[src/rtl/wishbone_line_bridge.sv]
// ---------------------------------------------------------------------------
// wishbone_line_bridge
//
// Purpose:
//   Sequential bridge between a CPU word port (LC-3b datapath side) and a
//   line-oriented Wishbone classic bus. It accepts one word request at a time,
//   steers the word's byte lanes into the correct position inside a memory
//   line, and extracts read data back into the low lanes. An access that
//   straddles a line boundary is issued as two consecutive transfers inside a
//   single bus cycle (wb_cyc held high across both).
//
// Ports:
//   clk, rst         clock; synchronous active-high reset
//   cpu_address      byte address of the word access
//   cpu_read/write   request strobes, held until cpu_resp (write wins)
//   cpu_byte_enable  lane enables, bit i = byte i of the word
//   cpu_wdata        write data
//   cpu_rdata        read data, valid with cpu_resp, held until next completion
//   cpu_resp         one-cycle completion pulse
//   cpu_err          error qualifier for cpu_resp (timeout abort)
//   wb_*             Wishbone classic master: cyc, stb, we, line address,
//                    byte selects, write line, read line, ack
//
// Configuration:
//   WB_TIMEOUT_EN    when defined, an ack wait longer than TIMEOUT_CYCLES
//                    aborts the transfer and completes with cpu_err = 1.
//                    When undefined the bridge waits indefinitely.
// ---------------------------------------------------------------------------
module wishbone_line_bridge #(
    parameter int unsigned ADDR_WIDTH     = 16,
    parameter int unsigned LINE_BYTES     = 16,
    parameter int unsigned WORD_BYTES     = 2,
    parameter int unsigned TIMEOUT_CYCLES = 255
) (
    input  logic                                       clk,
    input  logic                                       rst,
    input  logic [ADDR_WIDTH-1:0]                      cpu_address,
    input  logic                                       cpu_read,
    input  logic                                       cpu_write,
    input  logic [WORD_BYTES-1:0]                      cpu_byte_enable,
    input  logic [8*WORD_BYTES-1:0]                    cpu_wdata,
    output logic [8*WORD_BYTES-1:0]                    cpu_rdata,
    output logic                                       cpu_resp,
    output logic                                       cpu_err,
    output logic                                       wb_cyc,
    output logic                                       wb_stb,
    output logic                                       wb_we,
    output logic [ADDR_WIDTH-$clog2(LINE_BYTES)-1:0]   wb_adr,
    output logic [LINE_BYTES-1:0]                      wb_sel,
    output logic [8*LINE_BYTES-1:0]                    wb_dat_w,
    input  logic [8*LINE_BYTES-1:0]                    wb_dat_r,
    input  logic                                       wb_ack
);

    localparam int unsigned OFF_W  = $clog2(LINE_BYTES);
    localparam int unsigned LADR_W = ADDR_WIDTH - OFF_W;
    localparam int unsigned EXT_W  = LINE_BYTES + WORD_BYTES;
    localparam int unsigned WORD_W = 8 * WORD_BYTES;
    localparam int unsigned LINE_W = 8 * LINE_BYTES;
    localparam int unsigned DEXT_W = 8 * EXT_W;

    localparam logic [1:0] IDLE   = 2'd0;
    localparam logic [1:0] PHASE0 = 2'd1;
    localparam logic [1:0] PHASE1 = 2'd2;
    localparam logic [1:0] DONE   = 2'd3;

    logic [1:0]            state_q, state_d;
    logic [ADDR_WIDTH-1:0] addr_q, addr_d;
    logic [WORD_BYTES-1:0] be_q, be_d;
    logic [WORD_W-1:0]     wdata_q, wdata_d;
    logic                  we_q, we_d;
    logic [WORD_W-1:0]     rbuf_q, rbuf_d;   // lanes captured in PHASE0
    logic [WORD_W-1:0]     rdata_q, rdata_d;

`ifdef WB_TIMEOUT_EN
    localparam int unsigned CNT_W = $clog2(TIMEOUT_CYCLES + 1);
    logic [CNT_W-1:0] cnt_q, cnt_d;
    logic             err_q, err_d;
    logic             timed_out;
    assign timed_out = (cnt_q == CNT_W'(TIMEOUT_CYCLES));
`endif

    // Lane computation. In IDLE the live inputs decide the first state;
    // afterwards everything is derived from the latched request.
    logic [ADDR_WIDTH-1:0] cur_addr;
    logic [WORD_BYTES-1:0] cur_be;
    logic [OFF_W-1:0]      off;
    logic [LADR_W-1:0]     line_adr;
    logic [OFF_W+2:0]      byte_shift;
    logic [EXT_W-1:0]      ext;
    logic [LINE_BYTES-1:0] sel0, sel1;
    logic [WORD_W-1:0]     lane_mask;
    logic [DEXT_W-1:0]     wext;
    logic [LINE_W-1:0]     wr_lo, wr_hi;
    logic [2*LINE_W-1:0]   rd_src;
    logic [WORD_W-1:0]     rd_lanes;

    // NOTE: every signal written in an always_comb gets a default first, so
    // no path leaves it unassigned and no latch is inferred.
    always_comb begin
        cur_addr   = (state_q == IDLE) ? cpu_address     : addr_q;
        cur_be     = (state_q == IDLE) ? cpu_byte_enable : be_q;
        off        = cur_addr[OFF_W-1:0];
        line_adr   = cur_addr[ADDR_WIDTH-1:OFF_W];
        byte_shift = {off, 3'b000};

        ext  = EXT_W'(cur_be) << off;
        sel0 = ext[LINE_BYTES-1:0];
        sel1 = '0;
        sel1[WORD_BYTES-1:0] = ext[EXT_W-1:LINE_BYTES];

        lane_mask = '0;
        for (int i = 0; i < WORD_BYTES; i++) begin
            lane_mask[8*i +: 8] = {8{cur_be[i]}};
        end

        // Write data shifted into a line-plus-word window: the low line goes
        // out in PHASE0, the spill-over lanes start at byte 0 in PHASE1.
        wext  = DEXT_W'(wdata_q & lane_mask) << byte_shift;
        wr_lo = wext[LINE_W-1:0];
        wr_hi = '0;
        wr_hi[WORD_W-1:0] = wext[DEXT_W-1:LINE_W];

        // Placing the PHASE1 line above a zero line lets one shifter serve
        // both phases: in PHASE1 only the lanes past the boundary are nonzero,
        // so they can simply be OR-ed onto the PHASE0 capture.
        rd_src   = (state_q == PHASE1) ? {wb_dat_r, {LINE_W{1'b0}}}
                                       : {{LINE_W{1'b0}}, wb_dat_r};
        rd_lanes = WORD_W'(rd_src >> byte_shift) & lane_mask;
    end

    // Next-state and request latching.
    always_comb begin
        state_d = state_q;
        addr_d  = addr_q;
        be_d    = be_q;
        wdata_d = wdata_q;
        we_d    = we_q;
        rbuf_d  = rbuf_q;
        rdata_d = rdata_q;
`ifdef WB_TIMEOUT_EN
        cnt_d   = cnt_q;
        err_d   = err_q;
`endif
        case (state_q)
            IDLE: begin
                if (cpu_read || cpu_write) begin
                    addr_d  = cpu_address;
                    be_d    = cpu_byte_enable;
                    wdata_d = cpu_wdata;
                    we_d    = cpu_write;
                    rbuf_d  = '0;
`ifdef WB_TIMEOUT_EN
                    cnt_d   = '0;
                    err_d   = 1'b0;
`endif
                    if (sel0 != '0) begin
                        state_d = PHASE0;
                    end else if (sel1 != '0) begin
                        state_d = PHASE1;
                    end else begin
                        state_d = DONE;
                        rdata_d = '0;
                    end
                end
            end
            PHASE0: begin
                if (wb_ack) begin
                    rbuf_d = we_q ? '0 : rd_lanes;
                    if (sel1 != '0) begin
                        state_d = PHASE1;
`ifdef WB_TIMEOUT_EN
                        cnt_d   = '0;
`endif
                    end else begin
                        state_d = DONE;
                        rdata_d = we_q ? '0 : rd_lanes;
                    end
                end
`ifdef WB_TIMEOUT_EN
                else if (timed_out) begin
                    state_d = DONE;
                    err_d   = 1'b1;
                    rdata_d = '0;
                end else begin
                    cnt_d = cnt_q + CNT_W'(1);
                end
`endif
            end
            PHASE1: begin
                if (wb_ack) begin
                    state_d = DONE;
                    rdata_d = we_q ? '0 : (rbuf_q | rd_lanes);
                end
`ifdef WB_TIMEOUT_EN
                else if (timed_out) begin
                    state_d = DONE;
                    err_d   = 1'b1;
                    rdata_d = '0;
                end else begin
                    cnt_d = cnt_q + CNT_W'(1);
                end
`endif
            end
            default: state_d = IDLE;  // DONE lasts exactly one cycle
        endcase
    end

    // Bus and CPU outputs decode from the state; idle/done drive all zeros.
    always_comb begin
        wb_cyc   = 1'b0;
        wb_stb   = 1'b0;
        wb_we    = 1'b0;
        wb_adr   = '0;
        wb_sel   = '0;
        wb_dat_w = '0;
        case (state_q)
            PHASE0: begin
                wb_cyc   = 1'b1;
                wb_stb   = 1'b1;
                wb_we    = we_q;
                wb_adr   = line_adr;
                wb_sel   = sel0;
                wb_dat_w = wr_lo;
            end
            PHASE1: begin
                wb_cyc   = 1'b1;
                wb_stb   = 1'b1;
                wb_we    = we_q;
                wb_adr   = line_adr + LADR_W'(1);  // wraps at the top line
                wb_sel   = sel1;
                wb_dat_w = wr_hi;
            end
            default: ;
        endcase
        cpu_resp  = (state_q == DONE);
        cpu_rdata = rdata_q;
`ifdef WB_TIMEOUT_EN
        cpu_err   = (state_q == DONE) && err_q;
`else
        cpu_err   = 1'b0;
`endif
    end

    // NOTE: sequential state uses non-blocking assignments only, so every
    // flop samples its pre-edge value regardless of statement order.
    always_ff @(posedge clk) begin
        if (rst) begin
            // NOTE: the whole request/data set is reset, not just the state:
            // it is a handful of flops and cpu_rdata must read 0 after reset.
            state_q <= IDLE;
            addr_q  <= '0;
            be_q    <= '0;
            wdata_q <= '0;
            we_q    <= 1'b0;
            rbuf_q  <= '0;
            rdata_q <= '0;
`ifdef WB_TIMEOUT_EN
            cnt_q   <= '0;
            err_q   <= 1'b0;
`endif
        end else begin
            state_q <= state_d;
            addr_q  <= addr_d;
            be_q    <= be_d;
            wdata_q <= wdata_d;
            we_q    <= we_d;
            rbuf_q  <= rbuf_d;
            rdata_q <= rdata_d;
`ifdef WB_TIMEOUT_EN
            cnt_q   <= cnt_d;
            err_q   <= err_d;
`endif
        end
    end

endmodule
[config.mk]
export PLATFORM = sky130hd
export DESIGN_NAME = wishbone_line_bridge
export DESIGN_NICKNAME = d
export VERILOG_FILES = /design/src/rtl/wishbone_line_bridge.sv
export SDC_FILE = /design/constraint.sdc
export NUM_CORES = 1
export LEC_CHECK = 0
export BUFFER_PORTS_ARGS = -buffer_cell sky130_fd_sc_hd__buf_2
export CORE_AREA = 4 4 132 134
export DETAILED_ROUTE_END_ITERATION = 10
export DIE_AREA = 0 0 136 138
export PLACE_DENSITY = 0.75
export SYNTH_ARGS = -nofsm -noshare
export SYNTH_HDL_FRONTEND = slang
export SYNTH_SLANG_ARGS = --single-unit
[constraint.sdc]
create_clock -name clk -period 4.35 [get_ports clk]
set_clock_uncertainty 0.1 [all_clocks]
set_input_delay 0.2175 -clock clk [delete_from_list [all_inputs] [get_ports clk]]
set_output_delay 0.2175 -clock clk [all_outputs]
set_load 0.02 [all_outputs]
# ---- After elaboration in Yosys (flattened, before gate mapping)
# Cells that the tools add are included.
dict set report word_totals {
  register_bits 69
  inputBits 167
  out_inout_bits 177
  word_cells 60
}
dict set report op_classes {
  n_addsub 1
  eq_ne 9
  n_shift 3
  muxes 26
  bitwise 3
  n_reduce_logical 11
}
# op n
set op_table {}
lappend op_table {{$mux 256} 1}
lappend op_table {{$pmux 128 s2} 1}
lappend op_table {{$shr 256x7->16} 1}
lappend op_table {{$mux 16} 11}
lappend op_table {{$shl 16x7->144} 1}
lappend op_table {{$pmux 16 s2} 2}
lappend op_table {{$pmux 16 s3} 1}
lappend op_table {{$and 16x16->16} 2}
lappend op_table {{$reduce_bool 16->1} 2}
lappend op_table {{$pmux 12 s2} 1}
lappend op_table {{$shl 2x4->18} 1}
lappend op_table {{$or 16x16->16} 1}
lappend op_table {{$add 12x1->12 const B} 1}
lappend op_table {{$mux 2} 5}
lappend op_table {{$ne 2x2->1 const B} 5}
lappend op_table {{$reduce_and 7->1} 1}
lappend op_table {{$pmux 2 s3} 1}
lappend op_table {{$reduce_and 3->1} 2}
lappend op_table {{$eq 2x2->1 const B} 2}
lappend op_table {{$mux 1} 3}
lappend op_table {{$reduce_bool 3->1} 1}
lappend op_table {{$eq 2x1->1 const B} 1}
lappend op_table {{$logic_not 2->1} 1}
lappend op_table {{$ne 2x1->1 const B} 1}
lappend op_table {{other kinds (4)} 4}

# ---- Logic depth before layout (Yosys ltp)
# Gate-level depths: netlist of run 1.
dict set report depth {
  depth_word 8
  mapped_depth 15
  depth_no_buf 10
}

# ---- Worst setup path after synthesis of run 1
# OpenSTA, ideal clock, no wires.
dict set report synth_timing {
  path_type {register -> output}
  start {register state_q[0]}
  end {output wb_adr[10]}
  t_arrival_ps 2816
  required_ps 4033
  path_slack_ps 1216
  stages_incl_launch_ff 16
  path_buffers 5
  path_cell_list {dfxtp_1 -> inv_1 -> ha_1 -> buf_4 -> buf_6 -> buf_6 -> buf_2 -> buf_4 -> mux2_2 -> ha_1 -> inv_1 -> a2111oi_2 -> nand2_1 -> xnor2_1 -> a22oi_1 -> nor2_1}
}
dict set report synth_between {
  elab_chain_len 4
  elab_cells_between_ends 6
  cone_classes {add/sub (1); eq/ne (2); mux (2); reduce/logical (1)}
}
# element line_no
set synth_lines {}
lappend synth_lines {{start: declaration} 67} ;# logic [1:0] state_q, state_d;
lappend synth_lines {{start signal: assignment} 263} ;# state_q <= state_d;
lappend synth_lines {{$logic_not 2->1} 101} ;# cur_addr = (state_q == IDLE) ? cpu_address : addr_q;
lappend synth_lines {{$mux 16} 101}
lappend synth_lines {{$add 12x1->12} 230} ;# wb_adr = line_adr + LADR_W'(1);
lappend synth_lines {{$pmux 12 s2 *} 217} ;# case (state_q)
lappend synth_lines {{end: declaration} 48} ;# output logic [ADDR_WIDTH-$clog2(LINE_BYTES)-1:0] wb_adr,
# Every way passes the cells marked *; elsewhere a longest branch is shown, timed or not.

# ---- Final worst setup path of run 1
dict set report layout_timing {
  start {register state_q[0]}
  end {output wb_dat_w[100]}
}
dict set report layout_between {
  elab_chain_len 5
  elab_cells_between_ends 8
  cone_classes {eq/ne (2); shift (1); mux (3); bitwise (1); reduce/logical (1)}
}
# element line_no
set layout_lines {}
lappend layout_lines {{$logic_not 2->1} {101, 102}}
lappend layout_lines {{$mux 2} 102} ;# cur_be = (state_q == IDLE) ? cpu_byte_enable : be_q;
lappend layout_lines {{$and 16x16->16} 119} ;# wext = DEXT_W'(wdata_q & lane_mask) << byte_shift;
lappend layout_lines {{$shl 16x7->144} 119}
lappend layout_lines {{$pmux 128 s2 *} 217}
lappend layout_lines {{end: declaration} 50} ;# output logic [8*LINE_BYTES-1:0] wb_dat_w,
# Marks and branches as above.

==> results of run 1 <==
## sequential cells by signal (all words and copies together) (netlist names)
name and count:
we_q 1, be_q 2, cpu_rdata 16, wdata_q 16
state_q 2, rbuf_q 16, addr_q 16
## per-stage QoR
stage                     hold slack [ps]  cells  instance area, um2
after floorplan                       253    972                6880
after global placement                339   1490                8730
after detailed placement              343   1490                8730
after global routing                 22.4   1506                9090
after CTS                            14.0   1506                9090
final                                22.3   1506                9090
## layout by cell type (no fill, tap or decap), types with 5 or more instances in the layout
cell       Yosys  final
buf_4          9     24
mux2i_1       80     79
mux2_2         9      8
inv_1         11     11
o21ai_1       15     14
a21oi_1       67     67
a2111oi_2      5      5
a221o_1        8      8
and2_1         6      6
mux4_2        12     12
o21ai_0       51     51
clkbuf_16      0      9
nand3_1       18     18
nand3b_1       8      8
and3_1         5      5
nor2_1       157    156
o31ai_1        7      7
o22ai_1       23     23
o211ai_1      12     12
buf_2         16    342
a22o_1        32     32
nand2_1      165    165
or2_2          8      8
or3_1          5      5
nor3_1        12     12
dfxtp_1       69     69
a31oi_1       16     16
a22oi_1       31     31
## path summary, 6_finish.rpt
check,startpoint,end,slack [ps],cells after the start
worst max-delay path,state_q[0],wb_dat_w[100],670,9
worst min-delay path,cpu_wdata[8],wdata_q[8],20,3
worst max register to register,state_q[0],cpu_rdata[3],990,9
worst min register to register,addr_q[13],addr_q[13],360,2
## critical path, cell delays in order (launching register included)
cell and delay, ps:
dfxtp_1 340, inv_1 90, ha_2 200, buf_4 340, mux2i_4 520, nand2_1 260
nor2_1 600, a22oi_1 210, nor2_1 230, buf_2 210
## area by class of cell
cell class | instances | area [um2] | share of cell area (%)
clock inverter | 5 | 106 | 1.17
tap | 220 | 275 | 3.03
sequential | 69 | 1380 | 15.2
timing repair buffer | 366 | 1890 | 20.8
clock buffer | 11 | 253 | 2.78
inverter | 13 | 48.8 | 0.537
multi-input combinational | 822 | 5140 | 56.5
## routing by layer
metal / track usage [%] / routed length [um] / vias to the layer above
met1: 41.0 / 12200 / 4225
met4: 9.97 / 1210 / 2
li1: - / - / 4163
met5: 0 / 13 / -
met3: 7.23 / 3510 / 103
met2: 54.2 / 15100 / 662
## power groups by stage
stage / Sequential, mW / Clock, mW / Combinational (mW)
floorplan: 0.811 / 0 / 2.30
global placement: 0.854 / 0 / 3.08
detailed placement: 0.856 / 0 / 3.11
CTS: 0.844 / 0.878 / 3.12
global route: 0.859 / 0.905 / 3.42
finish: 0.852 / 0.874 / 3.20
## cell families (layout without fill, tap and decap cells)
| family | after synthesis | count (layout) | synth area share, % |
|---|---|---|---|
| buffers and inverters | 81 | 395 | 5.55 |
| other | 1 | 1 | 0.0545 |
| adders and majority gates | 5 | 5 | 0.910 |
| DFF | 69 | 69 | 20.1 |
| AOI/OAI and AO/OA | 293 | 293 | 28.5 |
| xor gates and xnor gates | 5 | 5 | 0.637 |
| muxes | 101 | 101 | 17.1 |
| and+or+nand+nor | 417 | 417 | 27.2 |
==> out/metrics.csv, run 1 <==
stage,metric,value,unit
die,row cnt,47,
die,num ports,344,
grt,first-pass GRT wire length,48400,um
setup_path,CP Data Required Time,4030,ps
power,Cell Int Power,2.44,mW
timing,final worst setup slack,668,ps
power,sw power,2.48,mW
setup_path,Critical Path Source Type,flop,
route,WL per Instance,21.3,um
clock_tree,CTS max path bufs,2,
route,DRC Markers,0,
route,via count,9155,
route,TritonRoute pass-1 iters,5,
placed_design,pre-CTS WS,1070,ps
clock_tree,Clock Latency Late Sink,330,ps
logic_synthesis,register area share after synthesis,20.1,%
power,cell area power density,541,nW/um2
clock_tree,Root Buffer,clkbuf_16,
flow_run,maxcap violations,0,
layout,# fillers,1584,
die,die area,18800,um2
layout,ANT cells,0,
clock_tree,CTS Sinks,69,
setup_path,critical path type,reg -> out,
clock_tree,CTS tree,built,
grt,vias in the first global route,8651,
power,Worst IR Drop VDD,0.331,mV
logic_synthesis,synthesized instance count,972,
logic_synthesis,syn_nets,1144,
timing,Max Clk Rate,272,MHz
setup_path,Critical Path AT,3360,ps
die,chip height,138,um
route,vias per cell,6.08,
logic_synthesis,"Cell Area, Synth",6880,um2
timing,setup tns final,0,ps
timing,Slew @ Worst Pin,1060,ps
power,clock power share,17.8,%
grt,initial antenna violation count,1,
logic_synthesis,Synth Register Bits,69,
clock_tree,cts bufs inserted,9,
route,WL final,32100,um
grt,Total GRT Usage,32.3,%
power,Lkg Pwr,4.18,nW
setup_path,worst-path fanout max,34,
logic_synthesis,Syn. warnings,0,
die,core area,16300,um2
placed_design,Port Buf Inserts,342,
grt,pin count of the biggest net entering global routing,53,
timing,Final Hold Vio Count,0,
power,share of power burned in registers,17.3,%
placed_design,gpl congestion,1.03,
timing,Max Slew Vio Count,0,
worst_hold_path,Hold/Removal Path Class,in -> reg,
route,final antenna-violating net count,0,
logic_synthesis,Yosys top cell by area,dfxtp_1,
logic_synthesis,top-count cell post-synth,nand2_1,
timing,final period utilization,84.6,%
timing,Max-slew headroom,28.8,%
logic_synthesis,distinct cell type count after synthesis,73,
placed_design,hpwl dp,25100,um
logic_synthesis,top post-synthesis cells by area,"dfxtp_1 20%, mux2i_1 12%, nand2_1 9.0%",
grt,grt total ovfl,0,
power,Switching Share,50.4,%
outcome,outcome,finished clean,
setup_path,Worst setup EP type,primary output,
timing,final setup vio count,0,
logic_synthesis,synth cell count leaders,"165 x nand2_1, 157 x nor2_1, 80 x mux2i_1, 69 x dfxtp_1, 67 x a21oi_1",
power,Comb pwr share,64.9,%
logic_synthesis,Post-synth EDFFs,0,
timing,minimum clock period,3680,ps
clock_tree,Worst-path clk slew,60,ps
layout,synth-to-layout area growth,32.3,%
logic_synthesis,share of Yosys cell area claimed by the top area cell type,20.1,%
logic_synthesis,"Avg Cell Area, Syn",7.07,um2
power,total power,4.92,mW
die,starting density of the core,42.2,%
clock_tree,H-tree lvl count,3,
layout,Final nets,1453,
die,Die W,136,um
timing,RSZ-0062 raised after global routing,no,
route,initial DRC count,1031,
clock_tree,post-cts sizing count,0,
clock_tree,Post-CTS Hold Buffers,0,
logic_synthesis,fraction of registers with async set/reset,0,%
logic_synthesis,dominant synthesized flop cell,dfxtp_1,
layout,final core occ,55.8,%
clock_tree,Post-CTS Setup Inserts,0,
layout,layout cells sized above 1,33.9,%
No activity file was read; power rests on OpenSTA's default activity.
==> inputs of run 2 (changes only) <==
CORE_AREA = unset   (was 4 4 132 134)
CORE_MARGIN = 4   (was unset)
CORE_UTILIZATION = 43   (was unset)
DIE_AREA = unset   (was 0 0 136 138)
PLACE_DENSITY = 0.79   (was 0.75)
clock period = 3.12 ns   (was 4.35 ns; I/O delays follow)
==> out/metrics.csv, run 2 (same netlist as run 1, synthesis figures left out) <==
stage,metric,value,unit,change
outcome,outcome,finished clean,,
placed_design,gpl congestion,1.01,,-2.1%
route,TritonRoute pass-1 iters,6,,+1
timing,Final Hold Vio Count,0,,unchanged
setup_path,Critical Path AT,2830,ps,-530 ps
worst_hold_path,Hold/Removal Path Class,in -> reg,,
setup_path,"Slowest-stage cell, CP",dfxtp_2,,
grt,first-pass GRT wire length,50000,um,+3.3%
die,die area,18100,um2,-3.7%
clock_tree,CTS Sinks,69,,unchanged
layout,"commonest cells after routing, fill and taps aside","341 x buf_2, 165 x nand2_1, 151 x nor2_1",,
setup_path,Worst setup EP type,primary output,,
clock_tree,H-tree lvl count,3,,unchanged
route,WL per Instance,21.9,um,+2.9%
route,WL final,34300,um,+6.8%
timing,Max Slew Vio Count,0,,unchanged
clock_tree,Root Buffer,clkbuf_16,,
power,Lkg Pwr,4.53,nW,+8.3%
timing,final worst setup slack,37.9,ps,-630 ps
clock_tree,CTS tree,built,,
layout,"most common cell after layout, fill and taps aside",buf_2,,
setup_path,worst-path fanout max,13,,-62%
worst_hold_path,Min-Delay Path Depth,3,,unchanged
placed_design,pre-CTS WS,64.4,ps,-1010 ps
clock_tree,Worst-path clk slew,60,ps,about the same
clock_tree,CTS max path bufs,2,,unchanged
die,core area,15400,um2,-5.3%
timing,final period utilization,98.8,%,
route,final antenna-violating net count,0,,unchanged
layout,synth-to-layout area growth,42.6,%,
setup_path,"Largest stage delay, worst path",350,ps,-250 ps
route,vias per cell,6.14,,+0.93%
die,chip height,134,um,-2.6%
clock_tree,cts bufs inserted,9,,unchanged
setup_path,Reg2Reg Depth,10,,+1
grt,grt total ovfl,0,,unchanged
placed_design,Port Buf Inserts,342,,unchanged
power,cell area power density,752,nW/um2,+39%
setup_path,dominant cell type by count on the critical path,buf_4,,
timing,Max Clk Rate,324,MHz,
layout,final core occ,63.6,%,+7.7 points
setup_path,CP Data Required Time,2860,ps,-1170 ps
grt,pin count of the biggest net entering global routing,49,,-7.5%
die,row cnt,45,,-4.3%
placed_design,hpwl dp,25900,um,+3.2%
power,Worst IR Drop VDD,0.590,mV,+78%
route,via count,9596,,+4.8%
flow_run,maxcap violations,0,,unchanged
route,DRC Markers,0,,unchanged
die,Die W,134,um,-1.1%
grt,vias in the first global route,8920,,+3.1%
grt,initial antenna violation count,0,,-1
setup_path,CP cell instances,inv_1 > ha_4 > buf_12 > mux2_2 > ha_2 > inv_2 > a2111oi_4 > buf_4 > nand2_1 > xor2_1 > a21oi_1 > nor2_1 > buf_4,,
setup_path,Critical Path Source Type,flop,,
timing,minimum clock period,3080,ps,
timing,Max-slew headroom,21.1,%,-7.8 points
layout,layout cells sized above 1,36.1,%,+2.2 points
die,starting density of the core,44.6,%,+2.4 points
route,initial DRC count,1082,,+4.9%
die,num ports,344,,unchanged
layout,Final nets,1518,,+4.5%
setup_path,critical path type,reg -> out,,
timing,final setup vio count,0,,unchanged
timing,Slew @ Worst Pin,1170,ps,+118 ps
grt,Total GRT Usage,34.8,%,+2.5 points
clock_tree,Clock Latency Late Sink,340,ps,about the same
==> run 2: stage by stage <==
stage | instance area (um2) | power, mW | cells | hold slack (ps) | setup TNS, ps
after detailed placement | 8960 | 5.72 | 1509 | 305 | 0
after global routing | 9800 | 7.71 | 1562 | 23.2 | -59.8
final | 9810 | 7.38 | 1564 | 9.27 | 0
after CTS | 9640 | 7.03 | 1553 | 0.488 | -1.79
after floorplan | 6880 | 4.34 | 972 | 192 | 0
after global placement | 8960 | 5.66 | 1509 | 300 | 0
==> run 2: worst paths after layout <==
path                  startpoint           end  slack [ps]
setup / recovery      state_q[0]     wb_adr[8]          40
hold / removal    cpu_address[3]     addr_q[3]           9
setup reg to reg      state_q[0]  cpu_rdata[5]         150
hold reg to reg        rbuf_q[2]     rbuf_q[2]         360
==> run 2: repair_timing <==
item	CTS	global route
setup endpoints to repair	72	123
gates cloned	0	1
hold endpoints to repair	28	0
gates resized for setup	8	18
setup buffers	0	8
pin swaps	0	5
hold buffers	28	0
==> run 2: critical path, delay by kind of cell (launching register included) <==
family	cells	cell delay, ps
buf+inv	5	680
fa+ha+maj	2	420
compound gates	2	400
flops	1	350
mux	1	260
simple gates	2	210
xor+xnor	1	160
==> run 2: cell type report <==
| type | instances | area, um2 |
|---|---|---|
| fill | 1383 | 5620 |
| timing repair buffer | 431 | 2520 |
| inverter | 13 | 48.8 |
| antenna | 2 | 5.00 |
| clock buffer | 9 | 225 |
| tap | 211 | 264 |
| multi-input combinational | 822 | 5240 |
| sequential | 69 | 1380 |
| clock inverter | 7 | 123 |
==> run 2: per-layer routing <==
layer / track usage [%] / part of all wire, % / up-vias
met5: 0 / 0 / -
met4: 13.6 / 4.2 / 0
met3: 8.12 / 11 / 107
met2: 58.2 / 47 / 733
met1: 43.5 / 38 / 4461
li1: - / - / 4295
==> run 2: report_power, final <==
group          total (mW)  internal [mW]  switching [mW]
logic                4.99           1.92            3.06
clock network        1.22          0.785           0.438
registers            1.17           1.01           0.160
total                7.38           3.72            3.66
